--- config.mk ---
export PLATFORM = sky130hd
export DESIGN_NAME = fft_frame_scheduler_flat
export DESIGN_NICKNAME = d
export VERILOG_FILES = /design/src/rtl/fft_frame_scheduler_if.sv /design/src/rtl/fft_frame_scheduler.sv /design/src/flat_wrapper.sv
export SDC_FILE = /design/constraint.sdc
export NUM_CORES = 2
export LEC_CHECK = 0
export ABC_AREA = 1
export CAP_MARGIN = 30
export CORE_AREA = 8 8 454 456
export CTS_BUF_LIST = sky130_fd_sc_hd__clkbuf_8
export DETAILED_ROUTE_END_ITERATION = 12
export DIE_AREA = 0 0 462 464
export GPL_TIMING_DRIVEN = 1
export PLACE_DENSITY = 0.53
export REMOVE_ABC_BUFFERS = 1
export SLEW_MARGIN = 20
export SYNTH_ARGS = -nofsm -noshare
export SYNTH_HDL_FRONTEND = slang
export SYNTH_SLANG_ARGS = --single-unit
--- constraint.sdc ---
create_clock -name Clk -period 10 [get_ports Clk]
set_clock_uncertainty 0.05 [all_clocks]
set_input_delay 3 -clock Clk [delete_from_list [all_inputs] [get_ports Clk]]
set_output_delay 3 -clock Clk [all_outputs]
set_load 0.005 [all_outputs]
--- src/rtl/fft_frame_scheduler_if.sv ---
// Bundle of the sample, FFT and display-side signals of fft_frame_scheduler.
// Modport "slave" is the scheduler's view. Modport "master" is the surrounding system's view:
// the codec receiver, the FFT core and the display.
interface fft_frame_scheduler_if #(
  parameter int DATA_W = 24,
  parameter int N      = 16
);
  logic [DATA_W-1:0]   sample_in;
  logic                sample_valid;
  logic                fft_start;
  logic [N*DATA_W-1:0] fft_frame;
  logic                fft_done;
  logic [N*DATA_W-1:0] fft_result;
  logic                bins_valid;
  logic                bins_ready;
  logic [N*DATA_W-1:0] bins_data;
  logic                overrun;
  logic                fft_error;

  modport slave (
    input  sample_in, sample_valid, fft_done, fft_result, bins_ready,
    output fft_start, fft_frame, bins_valid, bins_data, overrun, fft_error
  );

  modport master (
    output sample_in, sample_valid, fft_done, fft_result, bins_ready,
    input  fft_start, fft_frame, bins_valid, bins_data, overrun, fft_error
  );
endinterface

--- src/rtl/fft_frame_scheduler.sv ---
// fft_frame_scheduler: gathers codec samples into two ping-pong N-sample frames.
// It launches one FFT per full frame, applies a completion timeout,
// and hands the captured bins to the display.
// Optional macro FFT_FRAME_STATS_EN adds the saturating frames_done / drop_count counters.
// Display handshake: bins_valid rises with bins_data stable and stays high, with data held,
// until a cycle where bins_valid && bins_ready; that cycle is the transfer.
module fft_frame_scheduler #(
  parameter int DATA_W      = 24,
  parameter int N           = 16,
  parameter int TIMEOUT_CYC = 64
) (
  input  logic                  Clk,
  input  logic                  Reset_n,
  fft_frame_scheduler_if.slave  bus,
  output logic [2:0]            o_dbg_state
`ifdef FFT_FRAME_STATS_EN
  ,
  output logic [15:0]           frames_done,
  output logic [15:0]           drop_count
`endif
);
  localparam int IDX_W = $clog2(N);
  localparam int CNT_W = $clog2(TIMEOUT_CYC);
  localparam int FW    = N * DATA_W;

  typedef enum logic [2:0] {S_IDLE, S_START, S_RUN, S_CAPTURE, S_PRESENT} state_t;

  state_t            r_state, w_state_nxt;
  logic [FW-1:0]     r_buf [2];
  logic              r_wr_sel, r_rd_sel;
  logic [IDX_W-1:0]  r_wr_idx;
  logic [1:0]        r_full, w_full_nxt;
  logic [CNT_W-1:0]  r_tmo_cnt;
  logic [FW-1:0]     r_result, r_bins_data;
  logic              r_overrun, r_fft_error;
  logic              w_accept, w_fill, w_release, w_timeout;

  // A sample is taken only into a write buffer whose registered full flag is clear.
  assign w_accept = bus.sample_valid && !r_full[r_wr_sel];
  assign w_fill   = w_accept && (r_wr_idx == IDX_W'(N - 1));

  // Full flags: set by the ingest side on the last sample, cleared by the FSM on release.
  always_comb begin
    w_full_nxt = r_full;
    if (w_fill)    w_full_nxt[r_wr_sel] = 1'b1;
    if (w_release) w_full_nxt[r_rd_sel] = 1'b0;
  end

  // Ingest path: buffer writes, write pointer, full flags and the drop pulse.
  always_ff @(posedge Clk or negedge Reset_n) begin
    if (!Reset_n) begin
      r_buf[0]  <= '0;
      r_buf[1]  <= '0;
      r_wr_sel  <= 1'b0;
      r_wr_idx  <= '0;
      r_full    <= '0;
      r_overrun <= 1'b0;
    end else begin
      r_full    <= w_full_nxt;
      r_overrun <= bus.sample_valid && r_full[r_wr_sel];
      if (w_accept) begin
        r_buf[r_wr_sel][r_wr_idx*DATA_W +: DATA_W] <= bus.sample_in;
        if (w_fill) begin
          r_wr_idx <= '0;
          r_wr_sel <= ~r_wr_sel;
        end else begin
          r_wr_idx <= r_wr_idx + 1'b1;
        end
      end
    end
  end

  // FSM next state; fft_done in RUN has priority over the timeout terminal count.
  always_comb begin
    w_state_nxt = r_state;
    w_release   = 1'b0;
    w_timeout   = 1'b0;
    case (r_state)
      S_IDLE:    if (r_full[r_rd_sel]) w_state_nxt = S_START;
      S_START:   w_state_nxt = S_RUN;
      S_RUN: begin
        if (bus.fft_done) begin
          w_state_nxt = S_CAPTURE;
        end else if (r_tmo_cnt == CNT_W'(TIMEOUT_CYC - 1)) begin
          w_timeout   = 1'b1;
          w_release   = 1'b1;
          w_state_nxt = S_IDLE;
        end
      end
      S_CAPTURE: begin
        w_release   = 1'b1;
        w_state_nxt = S_PRESENT;
      end
      S_PRESENT: if (bus.bins_ready) w_state_nxt = S_IDLE;
      default:   w_state_nxt = S_IDLE;
    endcase
  end

  // FSM state register plus read pointer, timeout counter, result capture and sticky error.
  always_ff @(posedge Clk or negedge Reset_n) begin
    if (!Reset_n) begin
      r_state     <= S_IDLE;
      r_rd_sel    <= 1'b0;
      r_tmo_cnt   <= '0;
      r_result    <= '0;
      r_bins_data <= '0;
      r_fft_error <= 1'b0;
    end else begin
      r_state <= w_state_nxt;
      if (w_release) r_rd_sel <= ~r_rd_sel;
      if (r_state == S_START)     r_tmo_cnt <= '0;
      else if (r_state == S_RUN)  r_tmo_cnt <= r_tmo_cnt + 1'b1;
      if (r_state == S_RUN && bus.fft_done) r_result <= bus.fft_result;
      if (r_state == S_CAPTURE) r_bins_data <= r_result;
      if (w_timeout) r_fft_error <= 1'b1;
    end
  end

  assign bus.fft_start  = (r_state == S_START);
  assign bus.fft_frame  = r_buf[r_rd_sel];
  assign bus.bins_valid = (r_state == S_PRESENT);
  assign bus.bins_data  = r_bins_data;
  assign bus.overrun    = r_overrun;
  assign bus.fft_error  = r_fft_error;
  assign o_dbg_state    = r_state;

`ifdef FFT_FRAME_STATS_EN
  logic [15:0] r_frames_done, r_drop_count;

  // Saturating counts of captured frames and dropped samples.
  always_ff @(posedge Clk or negedge Reset_n) begin
    if (!Reset_n) begin
      r_frames_done <= '0;
      r_drop_count  <= '0;
    end else begin
      if (r_state == S_CAPTURE && r_frames_done != 16'hFFFF) r_frames_done <= r_frames_done + 16'd1;
      if (r_overrun && r_drop_count != 16'hFFFF) r_drop_count <= r_drop_count + 16'd1;
    end
  end

  assign frames_done = r_frames_done;
  assign drop_count  = r_drop_count;
`endif
endmodule

--- src/flat_wrapper.sv ---
// flat-port wrapper written by rule: the top's interface ports become plain ports
module fft_frame_scheduler_flat 
#(
  parameter int DATA_W      = 24,
  parameter int N           = 16,
  parameter int TIMEOUT_CYC = 64
)
  (Clk, Reset_n, o_dbg_state, bus_sample_in, bus_sample_valid, bus_fft_done, bus_fft_result, bus_bins_ready, bus_fft_start, bus_fft_frame, bus_bins_valid, bus_bins_data, bus_overrun, bus_fft_error);
  fft_frame_scheduler_if #(.DATA_W(DATA_W), .N(N)) bus_i ();
  input  logic Clk;
  input  logic Reset_n;
  output logic [2:0] o_dbg_state;
  input wire logic [$bits(bus_i.sample_in)-1:0] bus_sample_in;
  input wire logic [$bits(bus_i.sample_valid)-1:0] bus_sample_valid;
  input wire logic [$bits(bus_i.fft_done)-1:0] bus_fft_done;
  input wire logic [$bits(bus_i.fft_result)-1:0] bus_fft_result;
  input wire logic [$bits(bus_i.bins_ready)-1:0] bus_bins_ready;
  output wire logic [$bits(bus_i.fft_start)-1:0] bus_fft_start;
  output wire logic [$bits(bus_i.fft_frame)-1:0] bus_fft_frame;
  output wire logic [$bits(bus_i.bins_valid)-1:0] bus_bins_valid;
  output wire logic [$bits(bus_i.bins_data)-1:0] bus_bins_data;
  output wire logic [$bits(bus_i.overrun)-1:0] bus_overrun;
  output wire logic [$bits(bus_i.fft_error)-1:0] bus_fft_error;
  assign bus_i.sample_in = bus_sample_in;
  assign bus_i.sample_valid = bus_sample_valid;
  assign bus_i.fft_done = bus_fft_done;
  assign bus_i.fft_result = bus_fft_result;
  assign bus_i.bins_ready = bus_bins_ready;
  assign bus_fft_start = bus_i.fft_start;
  assign bus_fft_frame = bus_i.fft_frame;
  assign bus_bins_valid = bus_i.bins_valid;
  assign bus_bins_data = bus_i.bins_data;
  assign bus_overrun = bus_i.overrun;
  assign bus_fft_error = bus_i.fft_error;
  fft_frame_scheduler #(.DATA_W(DATA_W), .N(N), .TIMEOUT_CYC(TIMEOUT_CYC)) u_core (.Clk(Clk), .Reset_n(Reset_n), .bus(bus_i), .o_dbg_state(o_dbg_state));
endmodule
==> summary.json <==
{
  "drc": {"value": 0},
  "core_area": {"value": 199000, "unit": "um2"},
  "avgRoutedWirePerCell": {"value": 23.9, "unit": "um"},
  "post-dp-hpwl": {"value": 200, "unit": "mm"},
  "hold_class": {"value": "reg2reg"},
  "syn-mean-instance-area": {"value": 8.75, "unit": "um2"},
  "finalNetCount": {"value": 9118},
  "timing_worst_setup_path_type": {"value": "reg2out"},
  "worst_skew_pair.late_latency": {"value": 1000, "unit": "ps"},
  "n_fill_cell": {"value": 19700},
  "netlist-cell-type-count": {"value": 42},
  "row_count": {"value": 164},
  "min_period": {"value": 7210, "unit": "ps"},
  "final_layout_size_suffix_gt1_frac": {"value": 0.100},
  "p_leak": {"value": 41.6, "unit": "nW"},
  "report.final.hold_viol_count": {"value": 0},
  "synth_cells": {"value": 7548},
  "synth_edf_count": {"value": 0},
  "fmax": {"value": 139, "unit": "MHz"},
  "hold_ws": {"value": 396, "unit": "ps"},
  "grt_start_max_net_pins": {"value": 197},
  "worst_setup_slack_post_dpl": {"value": 3760, "unit": "ps"},
  "tritoncts.num_buffers": {"value": 299},
  "cts.reportedPaths.clkPinSlew": {"value": 60, "unit": "ps"},
  "postRouteWirelength": {"value": 276, "unit": "mm"},
  "timing.max_cap.violations": {"value": 0},
  "synth_top_flop_cell": {"value": "dfrtp_1"},
  "power.density": {"value": 353, "unit": "nW/um2"},
  "post_synthesis_instance_area": {"value": 66000, "unit": "um2"},
  "route.detailed.vias_per_inst": {"value": 4.91},
  "die_w": {"value": 462, "unit": "um"},
  "outcome": {"value": "complete, no violations"},
  "ys_ff_latch": {"value": 1555},
  "required": {"value": 6950, "unit": "ps"},
  "htreeDepth": {"value": 5},
  "via_count_of_the_first_global_routing_pass": {"value": 56700},
  "numPortBuffers": {"value": 1187},
  "crit_path_end_kind": {"value": "output pin"},
  "finalSetupViolations": {"value": 0},
  "gp_routability_congestion": {"value": 0.888},
  "groute.usage.overall": {"value": 0.249},
  "rsz_0062_raised_after_global_routing": {"value": "no"},
  "postCtsResizedCells": {"value": 0},
  "final_util": {"value": 0.434},
  "largest_buffer_count_on_any_clock_path": {"value": 4},
  "ioPinCount": {"value": 1188},
  "layout_common_cells": {"value": "nand2_1, dfrtp_1, clkdlybuf4s50_1"},
  "vdd_ir_drop_max": {"value": 0.516, "unit": "mV"},
  "numClockSinks": {"value": 1555},
  "postCtsSetupBuffers": {"value": 0},
  "timing_worst_slew_pin_value": {"value": 1150, "unit": "ps"},
  "fin_ws": {"value": 2790, "unit": "ps"},
  "worst_setup_path_start_kind": {"value": "flop"},
  "grt_antenna_before_repair": {"value": 119},
  "number_of_buffers_added_to_fix_hold_violations_after_cts": {"value": 0},
  "report.final.slew_viol_count": {"value": 0},
  "min_period_over_period": {"value": 0.721},
  "synth.yosys.seq_area_share": {"value": 0.589},
  "drt_iter0_drc": {"value": 5397},
  "worst_ep_arrival_time": {"value": 4160, "unit": "ps"},
  "areaGrowthSynthToFinish": {"value": 30.5, "unit": "%"},
  "async_flop_share": {"value": 1.00},
  "die_height": {"value": 464, "unit": "um"},
  "drt.antenna.violating_nets": {"value": 0},
  "layout.cells.most_common": {"value": "nand2_1"},
  "drtPass1Iterations": {"value": 7},
  "clockRootBuffer": {"value": "clkbuf_8"},
  "synth_warn": {"value": 0},
  "grt_pass1_wl": {"value": 397, "unit": "mm"},
  "tritoncts": {"value": "built"},
  "max_slew_margin": {"value": 0.230},
  "die_area": {"value": 214000, "unit": "um2"},
  "starting_density_of_the_core": {"value": 0.332},
  "vias": {"value": 56800},
  "globalRoute.totalOverflow": {"value": 0},
  "worstPathMaxFanout": {"value": 145}
}
-- area by class of cell --
class / count / area (um2) / share of cell area
Multi-Input combinational cell: 5344 / 24600 / 0.285
Antenna cell: 41 / 103 / 0.00119
Clock buffer: 368 / 5060 / 0.0588
Tap cell: 2656 / 3320 / 0.0386
Clock inverter: 123 / 573 / 0.00665
Sequential cell: 1555 / 38900 / 0.452
Timing Repair Buffer: 1256 / 12700 / 0.148
Inverter: 241 / 922 / 0.0107
-- synth_stat cells, types with 3 or more instances --
master | instances | share of area
mux2_2 | 304 | 0.052
nand2_2 | 19 | 0.0018
clkbuf_1 | 296 | 0.017
nor2_2 | 20 | 0.0019
nor2_1 | 229 | 0.013
o21ai_0 | 424 | 0.032
nand3_1 | 243 | 0.018
nand4_1 | 62 | 0.0059
o211ai_1 | 3 | 0.00034
buf_2 | 70 | 0.0053
a21oi_1 | 94 | 0.0071
nand2_1 | 3560 | 0.20
dfrtp_1 | 1555 | 0.59
nor3_2 | 4 | 0.00061
a22o_1 | 7 | 0.00093
o22ai_1 | 9 | 0.00085
buf_1 | 21 | 0.0012
nand3_2 | 19 | 0.0029
ha_1 | 8 | 0.0015
nor2_4 | 16 | 0.0027
buf_4 | 19 | 0.0022
clkinv_1 | 4 | 0.00023
nor3_1 | 31 | 0.0023
o21ai_1 | 261 | 0.020
inv_2 | 13 | 0.00074
o21a_1 | 6 | 0.00068
inv_1 | 224 | 0.013
o22ai_2 | 7 | 0.0013
-- stage by stage --
step	power [W]	area, um2	setup TNS, ps	std cells
final	0.0304	86200	0	11600
after global routing	0.0324	86200	0	11600
after detailed placement	0.0244	80300	0	11000
after floorplan	0.0171	64300	-9064880	7140
after CTS	0.0306	86000	0	11500
after global placement	0.0241	80200	0	11000
-- worst max-delay path, cell delays in order (launching register included) --
cell	delay, ps
dfrtp_4	780
inv_8	700
buf_12	620
nand2_1	100
nand2_1	230
clkdlybuf4s50_1	560
-- flip-flops by register name, indices dropped and copies added (netlist names) --
signal	count
u_core.r_wr_sel	1
u_core.r_buf	768
u_core.o_dbg_state	3
u_core.bus.bins_data	384
u_core.r_rd_sel	1
u_core.r_wr_idx	4
u_core.bus.fft_error	1
u_core.r_result	384
u_core.r_full	2
u_core.bus.overrun	1
u_core.r_tmo_cnt	6
-- where the power goes --
| group | switching (W) | internal [W] | total, W | leakage, nW |
|---|---|---|---|---|
| Clock | 0.00279 | 0.00334 | 0.00613 | 3.26 |
| Combinational | 0.00916 | 0.00490 | 0.0141 | 18.2 |
| Sequential | 0.00146 | 0.00879 | 0.0102 | 20.1 |
| Total | 0.0134 | 0.0170 | 0.0304 | 41.6 |
-- final timing paths --
kind                                       from                   endpoint  slack (ps)  cells after the start
max                             u_core.r_rd_sel         bus_fft_frame[342]        2790                      5
min                        u_core.r_result[256]  u_core.bus.bins_data[256]         400                      2
max reg2reg                  u_core.r_wr_idx[0]          u_core.r_buf[535]        4010                     17
min reg2reg                u_core.r_result[256]  u_core.bus.bins_data[256]         400                      2
max in group asynchronous               Reset_n          u_core.r_buf[556]        6010                      3
min in group asynchronous               Reset_n       u_core.r_result[315]        1900                      1
-- routing by layer --
layer | GRT usage | vias up | wire (um)
met5 | 0 | - | 36
met4 | 0.120 | 6 | 13600
met3 | 0.0965 | 612 | 27900
met2 | 0.402 | 2281 | 130000
met1 | 0.291 | 27600 | 104000
li1 | - | 26300 | -
-- kinds of logic (layout without fill, tap and decap cells) --
| group | Yosys count | count (layout) | share of synthesized area |
|---|---|---|---|
| muxes | 304 | 304 | 0.0518 |
| and+or+nand+nor | 4211 | 4211 | 0.253 |
| AOI/OAI and AO/OA | 818 | 818 | 0.0642 |
| other | 0 | 41 | 0 |
| buffers and inverters | 649 | 1988 | 0.0395 |
| adders and majority gates | 8 | 8 | 0.00152 |
| DFF | 1555 | 1555 | 0.589 |
| xor gates and xnor gates | 3 | 3 | 0.000398 |
No activity file was read; power rests on OpenSTA's default activity.
